`src/rtl/mpu_pkg.sv`:
```
// Shared constants, reset values and FSM state type for the MPU-6050 I2C target model.
package mpu_pkg;

  localparam logic [7:0] REG_PWR_MGMT_1   = 8'h6B;
  localparam logic [7:0] REG_WHO_AM_I     = 8'h75;
  localparam logic [7:0] REG_ACCEL_XOUT_H = 8'h3B;

  localparam logic [7:0] PWR_MGMT_1_RST   = 8'h40;
  localparam logic [7:0] REG_DEFAULT_RST  = 8'h00;

  typedef enum logic [3:0] {
    ST_IDLE,
    ST_ADDR,
    ST_ADDR_ACK,
    ST_PTR,
    ST_PTR_ACK,
    ST_WDATA,
    ST_WDATA_ACK,
    ST_RDATA,
    ST_RACK
  } i2c_state_t;

  function automatic logic [7:0] reg_reset_val(input logic [7:0] addr,
                                               input logic [7:0] who_am_i);
    logic [7:0] val;
    val = REG_DEFAULT_RST;
    if (addr == REG_PWR_MGMT_1) val = PWR_MGMT_1_RST;
    if (addr == REG_WHO_AM_I)   val = who_am_i;
    return val;
  endfunction

endpackage

```
`src/rtl/i2c_bus_sync.sv`:
```
// Brings SCL/SDA into the clk domain and decodes SCL edges plus START/STOP conditions.
module i2c_bus_sync (
  input  logic clk,
  input  logic rst_n,
  input  logic scl,
  input  logic sda_i,
  output logic sda_s,
  output logic scl_rise,
  output logic scl_fall,
  output logic start,
  output logic stop
);

  logic [1:0] scl_sync;
  logic [1:0] sda_sync;
  logic       scl_d;
  logic       sda_d;

  // Idle bus is high, so reset to '1 to avoid phantom edges after reset.
  always_ff @(posedge clk or negedge rst_n) begin
    if (!rst_n) begin
      scl_sync <= '1;
      sda_sync <= '1;
      scl_d    <= 1'b1;
      sda_d    <= 1'b1;
    end else begin
      scl_sync <= {scl_sync[0], scl};
      sda_sync <= {sda_sync[0], sda_i};
      scl_d    <= scl_sync[1];
      sda_d    <= sda_sync[1];
    end
  end

  assign sda_s    = sda_sync[1];
  assign scl_rise =  scl_sync[1] & ~scl_d;
  assign scl_fall = ~scl_sync[1] &  scl_d;
  assign start    =  scl_sync[1] &  scl_d &  sda_d & ~sda_sync[1];
  assign stop     =  scl_sync[1] &  scl_d & ~sda_d &  sda_sync[1];

endmodule

```
`src/rtl/mpu_i2c_target.sv`:
```
// MPU-6050 style I2C target: address match, auto-incrementing register pointer,
// byte register file with a host load port.
module mpu_i2c_target
  import mpu_pkg::*;
#(
  parameter logic [6:0]  DEV_ADDR     = 7'h68,
  parameter int unsigned REG_DEPTH    = 128,
  parameter logic [7:0]  WHO_AM_I_VAL = 8'h68
) (
  input  logic       clk,
  input  logic       rst_n,
  input  logic       scl,
  input  logic       sda_i,
  output logic       sda_oe,
  input  logic       host_we,
  input  logic [6:0] host_addr,
  input  logic [7:0] host_data,
  output logic       wr_strobe,
  output logic [6:0] wr_addr,
  output logic [7:0] wr_data,
  output logic       busy
);

  localparam int unsigned PTR_W = $clog2(REG_DEPTH);
  localparam logic [PTR_W-1:0] WHO_PTR = PTR_W'(REG_WHO_AM_I);

  logic sda_s, scl_rise, scl_fall, bus_start, bus_stop;

  i2c_bus_sync u_bus_sync (
    .clk      (clk),
    .rst_n    (rst_n),
    .scl      (scl),
    .sda_i    (sda_i),
    .sda_s    (sda_s),
    .scl_rise (scl_rise),
    .scl_fall (scl_fall),
    .start    (bus_start),
    .stop     (bus_stop)
  );

  i2c_state_t       state, state_nx;
  logic [7:0]       shreg;
  logic [3:0]       bit_cnt;
  logic             rw;
  logic             acked;
  logic [PTR_W-1:0] ptr;
  logic [7:0]       regs [REG_DEPTH];

  logic [7:0]       rx_byte;
  logic [7:0]       rd_byte;
  logic [PTR_W-1:0] host_ptr;
  logic rx_phase, rx_shift, byte_done, addr_hit;
  logic wr_fire, ptr_load, tx_load, tx_shift, rack_ack, sda_oe_nx;

  assign rx_byte  = {shreg[6:0], sda_s};
  assign rd_byte  = regs[ptr];
  assign host_ptr = PTR_W'(host_addr);

  always_ff @(posedge clk or negedge rst_n) begin
    if (!rst_n) state <= ST_IDLE;
    else        state <= state_nx;
  end

  // bit_cnt reaches 8 on the 8th SCL rise; the following fall enters the ACK slot.
  always_comb begin
    state_nx = state;
    if (bus_stop) begin
      state_nx = ST_IDLE;
    end else if (bus_start) begin
      state_nx = ST_ADDR;
    end else begin
      unique case (state)
        ST_IDLE:      state_nx = ST_IDLE;
        ST_ADDR: begin
          if (byte_done && !addr_hit)            state_nx = ST_IDLE;
          else if (scl_fall && bit_cnt == 4'd8)  state_nx = ST_ADDR_ACK;
        end
        ST_ADDR_ACK:  if (scl_fall) state_nx = rw ? ST_RDATA : ST_PTR;
        ST_PTR:       if (scl_fall && bit_cnt == 4'd8) state_nx = ST_PTR_ACK;
        ST_PTR_ACK:   if (scl_fall) state_nx = ST_WDATA;
        ST_WDATA:     if (scl_fall && bit_cnt == 4'd8) state_nx = ST_WDATA_ACK;
        ST_WDATA_ACK: if (scl_fall) state_nx = ST_WDATA;
        ST_RDATA:     if (scl_fall && bit_cnt == 4'd8) state_nx = ST_RACK;
        ST_RACK:      if (scl_fall) state_nx = acked ? ST_RDATA : ST_IDLE;
        default:      state_nx = ST_IDLE;
      endcase
    end
  end

  always_comb begin
    rx_phase  = (state == ST_ADDR) || (state == ST_PTR) || (state == ST_WDATA);
    rx_shift  = rx_phase && scl_rise && (bit_cnt < 4'd8);
    byte_done = rx_shift && (bit_cnt == 4'd7);
    addr_hit  = (rx_byte[7:1] == DEV_ADDR);
    wr_fire   = byte_done && (state == ST_WDATA);
    ptr_load  = byte_done && (state == ST_PTR);
    rack_ack  = (state == ST_RACK) && scl_rise && !sda_s;
    tx_load   = scl_fall && (((state == ST_ADDR_ACK) && rw) ||
                             ((state == ST_RACK) && acked));
    tx_shift  = scl_fall && (state == ST_RDATA) && (bit_cnt < 4'd8);

    // SDA drive follows the state being entered at each SCL fall.
    sda_oe_nx = sda_oe;
    if (bus_start || bus_stop) begin
      sda_oe_nx = 1'b0;
    end else if (scl_fall) begin
      unique case (state_nx)
        ST_ADDR_ACK, ST_PTR_ACK, ST_WDATA_ACK: sda_oe_nx = 1'b1;
        ST_RDATA: sda_oe_nx = tx_load ? ~rd_byte[7] : ~shreg[6];
        default:  sda_oe_nx = 1'b0;
      endcase
    end
  end

  always_ff @(posedge clk or negedge rst_n) begin
    if (!rst_n) begin
      sda_oe    <= 1'b0;
      wr_strobe <= 1'b0;
      wr_addr   <= '0;
      wr_data   <= '0;
      busy      <= 1'b0;
      shreg     <= '0;
      bit_cnt   <= '0;
      rw        <= 1'b0;
      acked     <= 1'b0;
      ptr       <= '0;
    end else begin
      sda_oe    <= sda_oe_nx;
      wr_strobe <= wr_fire;

      if (bus_start || (state_nx != state))
        bit_cnt <= '0;
      else if (scl_rise && (rx_phase || state == ST_RDATA) && bit_cnt < 4'd8)
        bit_cnt <= bit_cnt + 4'd1;

      if (rx_shift)      shreg <= rx_byte;
      else if (tx_load)  shreg <= rd_byte;
      else if (tx_shift) shreg <= {shreg[6:0], 1'b0};

      if (byte_done && state == ST_ADDR) rw <= rx_byte[0];
      if (state == ST_RACK && scl_rise)  acked <= ~sda_s;

      // Read pointer advances on the initiator's ACK so the reload at the next fall sees it.
      if (ptr_load)                  ptr <= rx_byte[PTR_W-1:0];
      else if (wr_fire || rack_ack)  ptr <= ptr + 1'b1;

      if (wr_fire) begin
        wr_addr <= 7'(ptr);
        wr_data <= rx_byte;
      end

      if (bus_stop)
        busy <= 1'b0;
      else if (state == ST_ADDR && state_nx == ST_ADDR_ACK)
        busy <= 1'b1;
    end
  end

  // Host write is issued last so it wins a same-address collision.
  always_ff @(posedge clk or negedge rst_n) begin
    if (!rst_n) begin
      for (int unsigned i = 0; i < REG_DEPTH; i++)
        regs[i] <= reg_reset_val(8'(i), WHO_AM_I_VAL);
    end else begin
      if (wr_fire && ptr != WHO_PTR)
        regs[ptr] <= rx_byte;
      if (host_we && host_ptr != WHO_PTR)
        regs[host_ptr] <= host_data;
    end
  end

endmodule

```
`config.mk`:
```
export PLATFORM = sky130hd
export DESIGN_NAME = mpu_i2c_target
export DESIGN_NICKNAME = d
export VERILOG_FILES = /design/src/rtl/mpu_pkg.sv /design/src/rtl/i2c_bus_sync.sv /design/src/rtl/mpu_i2c_target.sv
export SDC_FILE = /design/constraint.sdc
export NUM_CORES = 2
export LEC_CHECK = 0
export CAP_MARGIN = 25
export CORE_ASPECT_RATIO = 1.2
export CORE_MARGIN = 8
export CORE_UTILIZATION = 50
export CTS_CLUSTER_SIZE = 8
export DETAILED_ROUTE_END_ITERATION = 8
export PLACE_DENSITY = 0.74
export SYNTH_ARGS = -nofsm -noshare
export SYNTH_HDL_FRONTEND = slang
export SYNTH_SLANG_ARGS = --single-unit
```
`constraint.sdc`:
```
create_clock -name clk -period 5.63 [get_ports clk]
set_clock_uncertainty 0.15 [all_clocks]
set_input_delay 1.4075 -clock clk [delete_from_list [all_inputs] [get_ports clk]]
set_output_delay 1.4075 -clock clk [all_outputs]
set_load 0.01 [all_outputs]
```
After elaboration in Yosys (flattened, before gate mapping):

Index checks and enable logic that the tools add are counted.

* flip-flop bits (word level): 1072
* bits in latches: 0
* memory bits (writable): 0
* memory bits (read-only): 0
* memories: 0

* add/subtract/negate cells: 2
* multipliers: 0
* div/mod/pow operators: 0
* magnitude comparators: 5
* equal/unequal tests: 18
* shifts and indexed selects: 0
* muxes and demuxes: 37
* bitwise logic cells: 15
* reduce and logical (&&, ||, !) cells: 38

Operator list (count)
* bitwise mux 1024 bit: 2
* 2-to-1 mux 1024 bit: 2
* demux 8 bit (select 7 bit): 2
* binary-select mux 8 bit (select 7 bit): 1
* 2-to-1 mux 4 bit: 12
* 2-to-1 mux 7 bit: 5
* == test 4 x 3 -> 1 bit, second input constant: 8
* 2-to-1 mux 8 bit: 4
* case mux 4 bit (7 select lines): 1
* logical AND 1 bit: 22
* greater-or-equal comparator 8 bit, second input constant: 2
* less-than comparator 8 x 1 -> 1 bit, second input constant: 2
* NOT 7 -> 8 bit: 2
* != test 7 bit, second input constant: 2
* == test 4 x 2 -> 1 bit, second input constant: 3
* == test 4 bit, second input constant: 2
* nonzero test 2 bit: 4
* adder 7 x 1 -> 7 bit, second input constant: 1
* AND 1 bit: 7
* == test 7 bit, second input constant: 1
* logical OR 1 bit: 7
* 2-to-1 mux 3 bit: 2
* NOT 1 bit: 6
* 2-to-1 mux 1 bit: 5
* 9 further kinds: 10

Longest topological paths before layout:

* depth after elaboration: 16
* depth in mapped cells: 13

Modules after synthesis:

From an unflattened synthesis, not the netlist that was laid out.

* cells, all modules: 6093
* area total of the unflattened synthesis: 58837.7 um2

By module, submodules not included
* mpu_i2c_target: instances 1, cells an instance 6083, area each 58647.5 um2, seq. area each 26680.6 um2
* i2c_bus_sync: instances 1, cells an instance 10, area each 190.2 um2, seq. area each 157.7 um2

Worst setup path after synthesis:

OpenSTA, ideal clock, no wires.

* kind: reg-to-reg
* start point: register ptr[1]
* end point: register regs[983] (netlist bit)
* arrival time: 2923 ps
* slack: 2420 ps
* stages on the path, launching flop included: 14
* clock period less this slack: 3210 ps
* cell sequence: dfrtp_1 -> buf_4 -> buf_4 -> inv_1 -> buf_2 -> clkbuf_1 -> buf_1 -> ha_1 -> a31oi_4 -> buf_12 -> nand3_4 -> nor2_8 -> mux2i_1 -> a21oi_1

* longest elaborated chain between the ends: 9
* elaborated cells on any way between the ends: 12

Ends and longest elaborated chain
* start, declared: RTL line mpu_i2c_target.sv:46 `logic [PTR_W-1:0] ptr;`
* start signal, assigned: RTL line mpu_i2c_target.sv:144 `if (ptr_load) ptr <= rx_byte[PTR_W-1:0];`
* start signal, assigned: RTL line mpu_i2c_target.sv:145 `else if (wr_fire || rack_ack) ptr <= ptr + 1'b1;`
* NOT 7 -> 8 bit (not written as such): RTL line mpu_i2c_target.sv:166 `regs[ptr] <= rx_byte;`
* greater-or-equal comparator 8 bit (not written as such) / less-than comparator 8 x 1 -> 1 bit (equally long branches): RTL line mpu_i2c_target.sv:166
* logical AND 1 bit (not written as such): RTL line mpu_i2c_target.sv:166
* 2-to-1 mux 8 bit (not written as such): RTL line mpu_i2c_target.sv:166
* demux 8 bit (select 7 bit): RTL line mpu_i2c_target.sv:166
* bitwise mux 1024 bit: RTL line mpu_i2c_target.sv:166
* 2-to-1 mux 1024 bit *: RTL line mpu_i2c_target.sv:165 `if (wr_fire && ptr != WHO_PTR)`
* bitwise mux 1024 bit: RTL line mpu_i2c_target.sv:168 `regs[host_ptr] <= host_data;`
* 2-to-1 mux 1024 bit *: RTL line mpu_i2c_target.sv:167 `if (host_we && host_ptr != WHO_PTR)`
* end signal, assigned by index: RTL line mpu_i2c_target.sv:163 `regs[i] <= reg_reset_val(8'(i), WHO_AM_I_VAL);`
* end signal, assigned by index: RTL line mpu_i2c_target.sv:166
* end signal, assigned by index: RTL line mpu_i2c_target.sv:168
* end, declared: RTL line mpu_i2c_target.sv:47 `logic [7:0] regs [REG_DEPTH];`

Mark *: on every way between the ends. The rest lies on a longest branch, timed or not.
A chain may end at the register's enable or synchronous reset.

Worst setup path after layout:

* start point: register state[3]
* end point: register regs[220] (netlist bit)

* longest elaborated chain between the ends: 11
* elaborated cells on any way between the ends: 13

Ends and longest elaborated chain
* start, declared: RTL line mpu_i2c_target.sv:41 `i2c_state_t state, state_nx;`
* start signal, assigned: RTL line mpu_i2c_target.sv:61 `else state <= state_nx;`
* == test 4 x 1 -> 1 bit / == test 4 x 2 -> 1 bit (equally long branches): RTL line mpu_i2c_target.sv:91 `rx_phase = (state == ST_ADDR) || (state == ST_PTR) || (state == ST_WDATA);`
* logical OR 1 bit (2 in series): RTL line mpu_i2c_target.sv:91
* logical AND 1 bit (2 in series): RTL line mpu_i2c_target.sv:92 `rx_shift = rx_phase && scl_rise && (bit_cnt < 4'd8);`
* logical AND 1 bit: RTL line mpu_i2c_target.sv:93 `byte_done = rx_shift && (bit_cnt == 4'd7);`
* logical AND 1 bit *: RTL line mpu_i2c_target.sv:95 `wr_fire = byte_done && (state == ST_WDATA);`
* logical AND 1 bit *: RTL line mpu_i2c_target.sv:165
* 2-to-1 mux 1024 bit *: RTL line mpu_i2c_target.sv:165
* bitwise mux 1024 bit: RTL line mpu_i2c_target.sv:168
* 2-to-1 mux 1024 bit *: RTL line mpu_i2c_target.sv:167

Marked as above.

==> run_results.csv <==
group,metric,value,unit
clock_tree,cts_buffers,152,
worst_setup_path,crit_type,"reg -> reg",
synth,synth_cell_types,83,
floorplanning,fp-row-count,137,
clock_tree,post_cts_resize_count,0,
power_and_ir_drop,ir_worst_vdd,0.374,mV
clock_tree,clk_latency,800,ps
clock_tree,htreeDepth,4,
layout,nets,6000,
grt,grtUsageMet2,49.1,%
synth,synthTopCellsByCount,"mux2i_1, dfrtp_1, nand2_1, o21ai_0, nor2_1",
synth,synth_seq_cells,1072,
synth,synth-main-ff-cell,"dfrtp_1",
route,routed_wl,225000,µm
synth,synth_edf_count,0,
synth,synth.cell_area,58700,µm²
synth,avgSynthCellArea,9.56,µm²
clock_tree,root_buffer,"clkbuf_16",
worst_setup_path,ff2ff_path_depth,7,
floorplanning,ios,38,
clock_tree,postCtsHoldBufs,0,
min_path,min-delay-start,"u_bus_sync.scl_sync[0]$_DFF_PN1_",
route,ant_nets,0,
grt,antenna_found_initial,15,
clock_tree,cts_sinks,1072,
sta,worst_hold_slack,206,ps
clock_tree,cts_tree,"built",
layout,drive_above_1_share,11.2,%
synth,yosys.area_share.simple,12.1,%
sta,finalHoldViolCount,0,
synth,synth_most_common_cell,"mux2i_1",
grt,grt.overflow.total,0,
placement,gp_congestion,0.974,
sta,worstMarginPinSlew,1370,ps
route,drt_iter0_markers,7931,
synth,synth_cells,6144,
route,via_count,51665,
synth,synth-xor-area-share,0.194,%
clock_tree,cts_setup_buffers,0,
sta,slew-limit-headroom,8.35,%
layout,multi_input_area,29700,µm²
floorplanning,initial_core_util,50.5,%
sta,tns,0,ps
layout,seq_area,26900,µm²
synth,synth_area_leaders,"dfrtp_1, mux2i_1, o21ai_0",
clock_tree,clockBufferDepth,3,
synth,ys_seq_area_share,45.7,%
min_path,holdPathStages,0,
synth,syn-num-nets,6168,
sta,drv_slew,0,
synth,synth_area_leader_cell,"dfrtp_1",
power_and_ir_drop,p_per_area,325,nW/µm²
synth,synth_warnings,0,
power_and_ir_drop,finalPower,21100,µW
worst_setup_path,r2r-start,"state[3]$_DFF_PN0_",
sta,rsz0062_at_grt,"false",
grt,use_met3,11.5,%
outcome,violations,"DRC",
floorplanning,die-area,129000,µm²
outcome,status,"finished, violations left",
flow_run,maxCapViolations,0,
grt,top_usage_layer,"met2",
layout,fillers,9843,
floorplanning,coreArea,116000,µm²
worst_setup_path,endpoint,"regs[220]$_DFF_PN0_",
synth,synthAdderAreaFrac,0.0852,%
synth,synth_top_area_share,45.3,%
synth,synthArstFlopShare,100,%
sta,fmax,218,MHz
worst_setup_path,ff2ff_setup_slack,1040,ps
grt,grt_usage,34.2,%
grt,grt_pass1_wl,333000,µm
synth,synth_top_family_by_area,"multiplexers",
worst_setup_path,arrival,5050,ps
power_and_ir_drop,cellLeakagePower,0.0221,µW
worst_setup_path,end_kind,"register",
sta,min_period,4590,ps
synth,synthMuxAreaShare,22.1,%
grt,first_global_vias,50306,
route,vias_per_cell,6.84,
clock_tree,path_clk_slew,50,ps
placement,io_buffers,37,
worst_setup_path,r2r_end,"regs[220]$_DFF_PN0_",
min_path,hp-class,"reg -> reg",
grt,grt_start_max_net_pins,128,
worst_setup_path,cp_max_fo,17,
worst_setup_path,cp.required,6090,ps
route,wl_per_cell,29.8,µm
placement,dp_hpwl,135000,µm
grt,grtUsageMet1,42.1,%
route,dr.pass1.iters,9,
layout,syn_to_final_growth,10.2,%
sta,setup_violations,0,
worst_setup_path,worstSetupStartpointType,"register",
synth,synth_compound_area_share,16.0,%
worst_setup_path,cp-startpoint,"state[3]$_DFF_PN0_",
sta,period_share,81.6,%
floorplanning,dieHeight,391,µm
route,drc,11,
floorplanning,die_w,329,µm
[power breakdown]
part	leakage [µW]	internal [µW]	switching [µW]	total [µW]
Combinational	0.00945	944	2210	3150
Clock	0.00201	4940	3440	8380
Sequential	0.0106	8670	866	9540
Total	0.0221	14600	6510	21100
[per-stage QoR]
stage / area [µm²] / util, % / cells / setup WS, ps
floorplan: 58700 / - / 6144 / 2420
global placement: 60500 / 52.0 / 7342 / 924
detailed placement: 60600 / 52.0 / 7346 / 830
CTS: 64700 / 55.6 / 7539 / 1260
global route: 64700 / 55.6 / 7545 / 1030
finish: 64700 / 55.6 / 7557 / 1040
[worst max-delay path, cell delays in order (launching register included)]
cell	delay (ps)
dfrtp_1	540
and2b_1	390
nand4_4	550
a31oi_4	1110
nand4_2	590
nor2_2	710
mux2i_1	250
o21ai_0	110
[flip-flops by register name, indices dropped and copies added (netlist names), 2 cells and up]
name	count
shreg	7
wr_addr	7
u_bus_sync.sda_sync	2
bit_cnt	4
u_bus_sync.scl_sync	2
state	4
regs	1024
ptr	7
wr_data	8
[how the worst min path moves through the flow]
stage,endpoint,slack [ps]
2_1_floorplan,u_bus_sync.scl_sync[1]$_DFF_PN1_,200
3_3_place_gp,u_bus_sync.scl_sync[1]$_DFF_PN1_,200
3_5_place_dp,u_bus_sync.scl_sync[1]$_DFF_PN1_,200
4_1_cts,u_bus_sync.scl_sync[1]$_DFF_PN1_,210
5_1_grt,u_bus_sync.scl_sync[1]$_DFF_PN1_,210
6_report,u_bus_sync.scl_sync[1]$_DFF_PN1_,210
[layout by cell type (no fill, tap or decap), types with 43 or more instances in the layout]
master	instances
mux2i_1	1136
dfrtp_1	1051
nand2_1	1005
o21ai_0	836
nor2_1	335
a21oi_1	247
buf_4	172
clkbuf_16	156
a221oi_1	105
a22oi_1	104
o21ai_1	100
nor2_2	96
mux2_2	87
a31oi_1	43
[cells by family after synthesis]
kind of cell,after synthesis
and+or+nand+nor,1641
xor gates and xnor gates,13
muxes,1251
buffers and inverters,561
AOI/OAI and AO/OA,1602
adders and majority gates,4
DFF,1072
[routing by layer]
layer,part of all wire [%],up-vias
met3,14,1281
li1,-,21474
met1,35,24713
met5,0.029,-
met4,9.3,10
met2,42,4187
[cell type report]
cell class / count / area share (%)
Multi-Input combinational cell: 4511 / 45.8
Clock inverter: 10 / 0.164
Sequential cell: 1072 / 41.5
Tap cell: 1529 / 2.95
Timing Repair Buffer: 230 / 3.21
Antenna cell: 13 / 0.0502
Clock buffer: 183 / 6.20
Inverter: 9 / 0.0541
(Power assumes the default switching activity.)
